--- src/rtl/vec_cache_sram_2inst_issue.sv ---
// Initiator-side issue scheduler for the two-instance SRAM group: arbitrates two requesters,
// packs granted reads/writes onto group ports a/b and returns tagged read data after RD_LAT.
package vec_cache_sram_pkg;
   typedef struct packed {
      logic       channel_id;
      logic [2:0] bank_id;
   } sram_ram_id_t;

   typedef struct packed {
      sram_ram_id_t dest_ram_id;
      logic [11:0]  addr;
   } sram_inst_cmd_t;
endpackage

module vec_cache_sram_2inst_issue
   import vec_cache_sram_pkg::*;
#(
   parameter int TAG_W  = 8,
   parameter int RD_LAT = 1
) (
   input  logic                 clk,
   input  logic                 rst,
   input  logic                 req_vld_0,
   input  logic                 req_vld_1,
   output logic                 req_rdy_0,
   output logic                 req_rdy_1,
   input  logic                 req_wr_0,
   input  logic                 req_wr_1,
   input  sram_inst_cmd_t       req_cmd_0,
   input  sram_inst_cmd_t       req_cmd_1,
   input  logic [31:0]          req_wdata_0,
   input  logic [31:0]          req_wdata_1,
   input  logic [TAG_W-1:0]     req_tag_0,
   input  logic [TAG_W-1:0]     req_tag_1,
   output logic                 read_vld_a,
   output logic                 read_vld_b,
   output logic                 write_vld_a,
   output logic                 write_vld_b,
   output sram_inst_cmd_t       read_cmd_a,
   output sram_inst_cmd_t       read_cmd_b,
   output sram_inst_cmd_t       write_cmd_a,
   output sram_inst_cmd_t       write_cmd_b,
   output logic [31:0]          wr_data_a,
   output logic [31:0]          wr_data_b,
   input  logic [31:0]          rd_data_a,
   input  logic [31:0]          rd_data_b,
   output logic                 rsp_vld_0,
   output logic                 rsp_vld_1,
   output logic [31:0]          rsp_data_0,
   output logic [31:0]          rsp_data_1,
   output logic [TAG_W-1:0]     rsp_tag_0,
   output logic [TAG_W-1:0]     rsp_tag_1,
   output logic [15:0]          conflict_cnt
);

   typedef struct packed {
      logic             vld;
      logic             id;
      logic [TAG_W-1:0] tag;
   } trk_t;

   logic           conflict;
   logic           rr;
   logic           grant_0, grant_1;
   logic           rd_0, rd_1, wr_0, wr_1;

   logic           nxt_read_vld_a, nxt_read_vld_b, nxt_write_vld_a, nxt_write_vld_b;
   sram_inst_cmd_t nxt_read_cmd_a, nxt_read_cmd_b, nxt_write_cmd_a, nxt_write_cmd_b;
   logic [31:0]    nxt_wr_data_a, nxt_wr_data_b;
   trk_t           nxt_trk_a, nxt_trk_b;

   trk_t           trk_a [0:RD_LAT];
   trk_t           trk_b [0:RD_LAT];
   logic           hit_a0, hit_a1, hit_b0, hit_b1;

   // rr names the winner of the next conflict; both instances are single-port.
   assign conflict  = req_vld_0 & req_vld_1 &
                      (req_cmd_0.dest_ram_id.channel_id == req_cmd_1.dest_ram_id.channel_id);
   assign req_rdy_0 = ~rst & ~(conflict & rr);
   assign req_rdy_1 = ~rst & ~(conflict & ~rr);
   assign grant_0   = req_vld_0 & req_rdy_0;
   assign grant_1   = req_vld_1 & req_rdy_1;
   assign rd_0      = grant_0 & ~req_wr_0;
   assign rd_1      = grant_1 & ~req_wr_1;
   assign wr_0      = grant_0 & req_wr_0;
   assign wr_1      = grant_1 & req_wr_1;

   // Port a is always filled first so the crossbar can steer on its channel_id alone.
   always_comb begin
      nxt_read_vld_a  = rd_0 | rd_1;
      nxt_read_vld_b  = rd_0 & rd_1;
      nxt_read_cmd_a  = '0;
      nxt_read_cmd_b  = '0;
      nxt_trk_a       = '0;
      nxt_trk_b       = '0;
      if (rd_0) begin
         nxt_read_cmd_a = req_cmd_0;
         nxt_trk_a      = '{vld: 1'b1, id: 1'b0, tag: req_tag_0};
      end else if (rd_1) begin
         nxt_read_cmd_a = req_cmd_1;
         nxt_trk_a      = '{vld: 1'b1, id: 1'b1, tag: req_tag_1};
      end
      if (rd_0 && rd_1) begin
         nxt_read_cmd_b = req_cmd_1;
         nxt_trk_b      = '{vld: 1'b1, id: 1'b1, tag: req_tag_1};
      end

      nxt_write_vld_a = wr_0 | wr_1;
      nxt_write_vld_b = wr_0 & wr_1;
      nxt_write_cmd_a = '0;
      nxt_write_cmd_b = '0;
      nxt_wr_data_a   = '0;
      nxt_wr_data_b   = '0;
      if (wr_0) begin
         nxt_write_cmd_a = req_cmd_0;
         nxt_wr_data_a   = req_wdata_0;
      end else if (wr_1) begin
         nxt_write_cmd_a = req_cmd_1;
         nxt_wr_data_a   = req_wdata_1;
      end
      if (wr_0 && wr_1) begin
         nxt_write_cmd_b = req_cmd_1;
         nxt_wr_data_b   = req_wdata_1;
      end
   end

   // The last tracking stage lines up with rd_data_a/b of the matching command.
   assign hit_a0 = trk_a[RD_LAT].vld & ~trk_a[RD_LAT].id;
   assign hit_a1 = trk_a[RD_LAT].vld &  trk_a[RD_LAT].id;
   assign hit_b0 = trk_b[RD_LAT].vld & ~trk_b[RD_LAT].id;
   assign hit_b1 = trk_b[RD_LAT].vld &  trk_b[RD_LAT].id;

   always_ff @(posedge clk) begin
      if (rst) begin
         rr           <= 1'b0;
         conflict_cnt <= '0;
         read_vld_a   <= 1'b0;
         read_vld_b   <= 1'b0;
         write_vld_a  <= 1'b0;
         write_vld_b  <= 1'b0;
         read_cmd_a   <= '0;
         read_cmd_b   <= '0;
         write_cmd_a  <= '0;
         write_cmd_b  <= '0;
         wr_data_a    <= '0;
         wr_data_b    <= '0;
         rsp_vld_0    <= 1'b0;
         rsp_vld_1    <= 1'b0;
         rsp_data_0   <= '0;
         rsp_data_1   <= '0;
         rsp_tag_0    <= '0;
         rsp_tag_1    <= '0;
         for (int i = 0; i <= RD_LAT; i++) begin
            trk_a[i] <= '0;
            trk_b[i] <= '0;
         end
      end else begin
         if (conflict) begin
            rr <= ~rr;
            if (conflict_cnt != 16'hFFFF)
               conflict_cnt <= conflict_cnt + 16'd1;
         end
         read_vld_a  <= nxt_read_vld_a;
         read_vld_b  <= nxt_read_vld_b;
         write_vld_a <= nxt_write_vld_a;
         write_vld_b <= nxt_write_vld_b;
         read_cmd_a  <= nxt_read_cmd_a;
         read_cmd_b  <= nxt_read_cmd_b;
         write_cmd_a <= nxt_write_cmd_a;
         write_cmd_b <= nxt_write_cmd_b;
         wr_data_a   <= nxt_wr_data_a;
         wr_data_b   <= nxt_wr_data_b;

         trk_a[0] <= nxt_trk_a;
         trk_b[0] <= nxt_trk_b;
         for (int i = 1; i <= RD_LAT; i++) begin
            trk_a[i] <= trk_a[i-1];
            trk_b[i] <= trk_b[i-1];
         end

         rsp_vld_0  <= hit_a0 | hit_b0;
         rsp_vld_1  <= hit_a1 | hit_b1;
         rsp_data_0 <= hit_a0 ? rd_data_a : (hit_b0 ? rd_data_b : '0);
         rsp_data_1 <= hit_a1 ? rd_data_a : (hit_b1 ? rd_data_b : '0);
         rsp_tag_0  <= hit_a0 ? trk_a[RD_LAT].tag : (hit_b0 ? trk_b[RD_LAT].tag : '0);
         rsp_tag_1  <= hit_a1 ? trk_a[RD_LAT].tag : (hit_b1 ? trk_b[RD_LAT].tag : '0);
      end
   end

endmodule

--- config.mk ---
export PLATFORM = sky130hd
export DESIGN_NAME = vec_cache_sram_2inst_issue
export DESIGN_NICKNAME = d
export VERILOG_FILES = /design/src/rtl/vec_cache_sram_2inst_issue.sv
export SDC_FILE = /design/constraint.sdc
export NUM_CORES = 1
export LEC_CHECK = 0
export CAP_MARGIN = 30
export CORE_MARGIN = 2
export CORE_UTILIZATION = 30
export DETAILED_ROUTE_END_ITERATION = 16
export HOLD_SLACK_MARGIN = 0.1
export REMOVE_ABC_BUFFERS = 1
export SLEW_MARGIN = 40
export SYNTH_ARGS = -nofsm -noshare
export SYNTH_HDL_FRONTEND = slang
export SYNTH_SLANG_ARGS = --single-unit
--- constraint.sdc ---
create_clock -name clk -period 2.01 [get_ports clk]
set_clock_uncertainty 0.15 [all_clocks]
set_input_delay 0.201 -clock clk [delete_from_list [all_inputs] [get_ports clk]]
set_output_delay 0.201 -clock clk [all_outputs]
set_load 0.01 [all_outputs]
==> results.py, run 1 <==
metrics = {
    "global_routing": {
        "grt_pass1_wl_um": 41900,
        "grt_antenna_before_repair": 1,
        "grt_usage_pct": 18.9,
        "grt_max_degree": 45,
        "overflow": 0,
        "grt_pass1_vias": 7329,
    },
    "clocking": {
        "clk_pin_slew_ns": 0.06,
        "clk_path_buf_depth": 3,
        "cts_root_buf": "clkbuf_16",
        "cts_tree": "built",
        "clock-sinks": 267,
        "numCtsBuffers": 28,
        "cts.htree.levels": 1,
        "clkLatencyLatePin_ns": 0.53,
    },
    "synth": {
        "avgSynthCellArea_um2": 11.1,
        "synthMostInstantiatedCell": "dfxtp_1",
        "ys_warn_count": 0,
        "synth_top_area_share_pct": 65.8,
        "muxShareOfSynthArea_pct": 0.123,
        "yosysTopAreaCell": "dfxtp_1",
        "synth_simple_gate_area_share_pct": 17.8,
        "synthAdderAreaFrac_pct": 0.154,
        "synthArstFlopShare_pct": 0,
        "yosysUniqueCellTypes": 37,
        "yosysSeqAreaShare_pct": 65.8,
        "ys.flop_type": "dfxtp_1",
        "ys_ff_latch": 267,
        "synth_common_cells": "dfxtp_1 (267), and2_1 (115), nand2_1 (88)",
        "synth_top_family_by_area": "simple AND/OR/NAND/NOR gates",
        "synth_cells": 734,
        "yosys.area_share.xor_xnor_pct": 1.82,
        "syn-cell-area_um2": 8130,
        "synth-compound-area-share_pct": 11.6,
        "synth_edf_count": 0,
        "synthTopCellsByArea": "dfxtp_1 (66%), and2_1 (8.9%), a22o_1 (7.8%)",
    },
    "setup_path": {
        "cp-end-kind": "primary output",
        "path_max_fanout": 4,
        "path_class": "reg -> out",
        "cp_data_arrival_time_ns": 1.57,
        "worst_setup_path_start_kind": "flip-flop",
        "required_ns": 1.66,
    },
    "place": {
        "dp_hpwl_um": 20100,
        "gp_congestion": 0.785,
        "dp.cells": 1491,
        "port_buffers": 413,
    },
    "finish": {
        "final_cells": 1600,
        "drive_above_1_share_pct": 7.95,
        "final_nets": 1422,
        "synthToLayoutAreaGrowth_pct": 78.5,
        "fill_cells": 2390,
    },
    "run_status": {
        "status": "finished, final reports clean",
    },
    "floorplanning": {
        "initial_core_util_pct": 30.3,
        "die_y_um": 169,
        "dieArea_um2": 28400,
        "row_count": 60,
        "io_pins": 414,
        "coreArea_um2": 26800,
        "die_x_um": 169,
    },
    "sta": {
        "setup_viol": 0,
        "grt_setup_unrepaired": "no",
        "drv_slew": 0,
        "final_hold_viol_count": 0,
        "setup_tns_ns": 0,
        "min_period_ns": 1.93,
        "post-route-period-util_pct": 95.8,
        "max_freq_ghz": 0.519,
        "worst_pin_slew_ns": 0.356,
        "slew_headroom_pct": 75.9,
    },
    "routing": {
        "wl_per_cell_um": 17.2,
        "dr.pass1.iters": 4,
        "drt_iter0_drc": 311,
        "vias": 7116,
        "post-route-drc-count": 0,
        "via_per_inst": 4.45,
        "finalWirelength_um": 27500,
        "drtAntennaViolNets": 0,
    },
    "worst_hold_path": {
        "hold_class": "in -> reg",
    },
    "power_and_ir_drop": {
        "p_leak_nw": 5.72,
        "total_power_mw": 11.6,
        "power_density_nw_per_um2": 802,
        "ir_drop_mv": 0.512,
    },
    "flow_run": {
        "max-cap-violations": 0,
    },
}
[area by class of cell]
class                      count  area [um2]  share of cell area (%)
clock buffer                  42         825                    5.68
timing repair buffer         518        5160                    35.6
antenna                        1        2.50                  0.0173
inverter                       7        26.3                   0.181
tap                          341         427                    2.94
clock inverter                 7         114                   0.785
sequential                   267        5350                    36.8
multi-input combinational    417        2600                    17.9
[what timing repair did]
| action | CTS | global route |
|---|---|---|
| endpoints found under the hold margin | 41 | 0 |
| buffers inserted | 1 | 0 |
| resized for setup | 3 | 0 |
| hold buffers | 58 | 0 |
| setup endpoints to repair | 2 | 0 |
[cells by family (layout without fill, tap and decap cells)]
| kind of cell | Yosys count | after routing |
|---|---|---|
| AND/OR/NAND/NOR | 272 | 272 |
| flip-flops | 267 | 267 |
| AO/OA/AOI/OAI | 127 | 127 |
| buffers and inverters | 50 | 574 |
| XOR/XNOR | 16 | 16 |
| adder cells (fa/ha/maj) | 1 | 1 |
| multiplexers | 1 | 1 |
| other | 0 | 1 |
[stage by stage]
step | worst slack (ns) | instance area, um2 | hold slack, ns | util (%)
after floorplan | -1.97 | 7930 | 0.120 | -
after global placement | -0.288 | 13000 | 0.268 | 48.4
after detailed placement | -0.359 | 13000 | 0.270 | 48.4
after CTS | 0.0557 | 14500 | 0.101 | 54.1
after global routing | 0.000121 | 14500 | 0.106 | 54.1
final | 0.0845 | 14500 | 0.117 | 54.1
[cells in the final DEF, fill, tap and decap left out, drive strengths merged]
cell and instances:
buf 47, nand4 7, clkbuf 42, bufinv 3, nor4 3, o211ai 1, a21oi 45, and4 3
dlygate4sd2 3, clkdlybuf4s50 410, and3 2, a311oi 1, a22o 72, xor2 8, o21ai 4, mux2i 1
inv 7, dlygate4sd3 58, nor4b 2, diode 1, or3 1, nor3b 1, nor3 2, nand2 88
xnor2 8, nand3 5, dfxtp 267, clkinv 4, nor2b 19, o211a 1, ha 1, nand2b 3
and2 115, nor2 21, o311ai 1, a211o 2
[flip-flops by register name, summed over array words and instances (netlist names)]
signal        cells
conflict_cnt     16
read_cmd_a       16
read_cmd_b       16
rr                1
rsp_data_0       32
rsp_data_1       32
rsp_tag_0         8
rsp_tag_1         8
rsp_vld_0         1
rsp_vld_1         1
trk_a            20
trk_b            18
wr_data_a        32
wr_data_b        32
write_cmd_a      16
write_cmd_b      16
write_vld_a       1
write_vld_b       1
[worst max-delay path, cell delays in order (launching register included)]
cell and delay [ns]:
dfxtp_1 0.35, buf_4 0.14, clkdlybuf4s50_1 0.57
[per-layer routing]
layer | share of wire (%) | up-vias | global-route usage [%]
li1 | - | 3452 | -
met4 | 2.2 | 0 | 5.47
met2 | 51 | 315 | 34.9
met5 | 0 | - | 0
met3 | 9.8 | 38 | 6.78
met1 | 37 | 3311 | 20.2
[where the power goes]
part | internal, mW | switching (mW)
logic | 0.635 | 0.351
registers | 5.40 | 0.0316
clock network | 3.20 | 2.02
[path summary, 6_finish.rpt]
path,from,end,slack [ns],cells after the start
worst max-delay path,conflict_cnt[0]$_SDFFE_PP0P_,conflict_cnt[0],0.08,2
worst max register to register,rr$_SDFFE_PP0N_,write_cmd_a[0]$_SDFF_PP0_,0.13,7
worst min register to register,trk_a[0][8]$_SDFF_PP0_,trk_a[0][18]$_SDFF_PP0_,0.28,1
worst min-delay path,req_wdata_0[24],wr_data_a[24]$_SDFF_PP0_,0.12,2
No activity file was read; power rests on OpenSTA's default activity.
==> inputs of run 2 (changes only) <==
Settings changed: MAX_ROUTING_LAYER set to met4.
==> run 2 against run 1 <==
Routed wire length rose by 0.33%. Cell count did not move. First-iteration DRC count rose by 3.5%. Critical path type unchanged. Sequential power barely moved. Setup slack got worse by 0.0023 ns. Total power barely moved. Hold slack improved by 0.00087 ns. Critical path depth did not move. Sequential cell count did not move. Largest cell class unchanged. Via count barely moved.
==> results.py, run 2 (synthesis gave the netlist of run 1 again) <==
metrics = {
    "run_status": {
        "status": "finished, final reports clean",
    },
    "worst_hold_path": {
        "whs_path_depth": 2,
        "hold_class": "in -> reg",
        "min_to": "wr_data_a[8]$_SDFF_PP0_",
        "hp-start": "req_wdata_0[8]",
    },
    "power_and_ir_drop": {
        "power_density_nw_per_um2": 802,
        "p_leak_nw": 5.72,
        "ir_drop_mv": 0.512,
        "total_power_mw": 11.6,
    },
    "sta": {
        "worst_pin_slew_ns": 0.358,
        "min_period_ns": 1.93,
        "setup_tns_ns": 0,
        "max_freq_ghz": 0.519,
        "post-route-period-util_pct": 95.9,
        "holdWs_ns": 0.118,
        "grt_setup_unrepaired": "no",
        "drv_slew": 0,
        "final_hold_viol_count": 0,
        "slew_headroom_pct": 75.9,
        "setup_viol": 0,
    },
    "clocking": {
        "clk_path_buf_depth": 3,
        "numCtsBuffers": 28,
        "cts_root_buf": "clkbuf_16",
        "cts_tree": "built",
        "clkLatencyLatePin_ns": 0.53,
        "clock-sinks": 267,
        "clk_pin_slew_ns": 0.06,
        "cts.htree.levels": 1,
    },
    "setup_path": {
        "worst_setup_path_start_kind": "flip-flop",
        "r2r_cells": 7,
        "cp_data_arrival_time_ns": 1.58,
        "required_ns": 1.66,
        "rrSetupSlack_ns": 0.12,
        "path_max_fanout": 4,
        "reg2reg_to": "write_cmd_a[0]$_SDFF_PP0_",
        "cp-end-kind": "primary output",
        "rr_startpoint": "rr$_SDFFE_PP0N_",
        "path_class": "reg -> out",
    },
    "global_routing": {
        "grt_max_degree": 45,
        "grt_usage_pct": 19.5,
        "overflow": 0,
        "grt_antenna_before_repair": 1,
        "grt_pass1_vias": 7362,
        "grt_pass1_wl_um": 41800,
    },
    "finish": {
        "layout_commonest_cell": "clkdlybuf4s50_1",
        "final_cells": 1600,
        "mostFrequentLayoutCells": "clkdlybuf4s50_1 (410), dfxtp_1 (267), and2_1 (115), nand2_1 (88), a22o_1 (72)",
        "synthToLayoutAreaGrowth_pct": 78.5,
        "drive_above_1_share_pct": 8.03,
        "fin_area_um2": 14500,
        "final_nets": 1422,
    },
    "routing": {
        "vias": 7113,
        "dr.pass1.iters": 4,
        "via_per_inst": 4.45,
        "post-route-drc-count": 0,
        "wl_per_cell_um": 17.3,
        "drt_iter0_drc": 322,
        "drtAntennaViolNets": 0,
        "finalWirelength_um": 27600,
    },
    "place": {
        "port_buffers": 413,
        "postPlaceCellArea_um2": 13000,
        "dp_hpwl_um": 20100,
        "gp_congestion": 0.796,
        "dp.cells": 1491,
    },
    "floorplanning": {
        "initial_core_util_pct": 30.3,
        "dieArea_um2": 28400,
        "io_pins": 414,
        "die_x_um": 169,
        "coreArea_um2": 26800,
        "die_y_um": 169,
        "row_count": 60,
    },
    "flow_run": {
        "max-cap-violations": 0,
    },
}
## run 2: area by class of cell
cell class,count,area (um2)
Antenna cell,1,2.50
Clock buffer,42,825
Clock inverter,7,114
Fill cell,2385,12300
Inverter,7,26.3
Multi-Input combinational cell,417,2610
Sequential cell,267,5350
Tap cell,341,427
Timing Repair Buffer,518,5160
## run 2: per-layer routing
metal / global-route usage (%) / vias up / share of wire [%]
li1: - / 3450 / -
met1: 20.9 / 3306 / 38
met2: 34.8 / 321 / 50
met3: 5.94 / 36 / 8.9
met4: 5.47 / 0 / 2.2
met5: - / - / 0
## run 2: report_power, final
part           switching [mW]  internal (mW)
Clock                    2.03           3.20
Sequential             0.0314           5.40
Combinational           0.351          0.635
## run 2: how the worst max path moves through the flow
stage	end	start	slack, ns
detailed placement	write_cmd_a[0]$_SDFF_PP0_	req_cmd_1[15]	-0.36
global placement	write_cmd_a[14]$_SDFF_PP0_	req_cmd_1[15]	-0.29
finish	conflict_cnt[0]	conflict_cnt[0]$_SDFFE_PP0P_	0.08
CTS	conflict_cnt[0]	conflict_cnt[0]$_SDFFE_PP0P_	0.06
global route	rsp_data_1[1]$_SDFF_PP0_	trk_a[0][18]$_SDFF_PP0_	0.01
floorplan	wr_data_a[0]$_SDFF_PP0_	req_cmd_1[15]	-1.97
## run 2: through the flow
stage / util [%] / setup WS [ns]
floorplan: - / -1.97
global placement: 48.4 / -0.288
detailed placement: 48.4 / -0.359
CTS: 54.1 / 0.0557
global route: 54.1 / 0.0141
finish: 54.1 / 0.0822
## run 2: timing repair
item	in CTS	in global routing
endpoints found under the setup margin	2	1
hold buffers	58	0
hold endpoints to repair	41	0
gates cloned	0	0
gates resized for setup	3	1
pin swaps	1	0
setup buffers	1	0
## run 2: critical path, stage by stage, from the launching register on
cell,delay [ns]
dfxtp_1,0.35
buf_4,0.14
clkdlybuf4s50_1,0.57
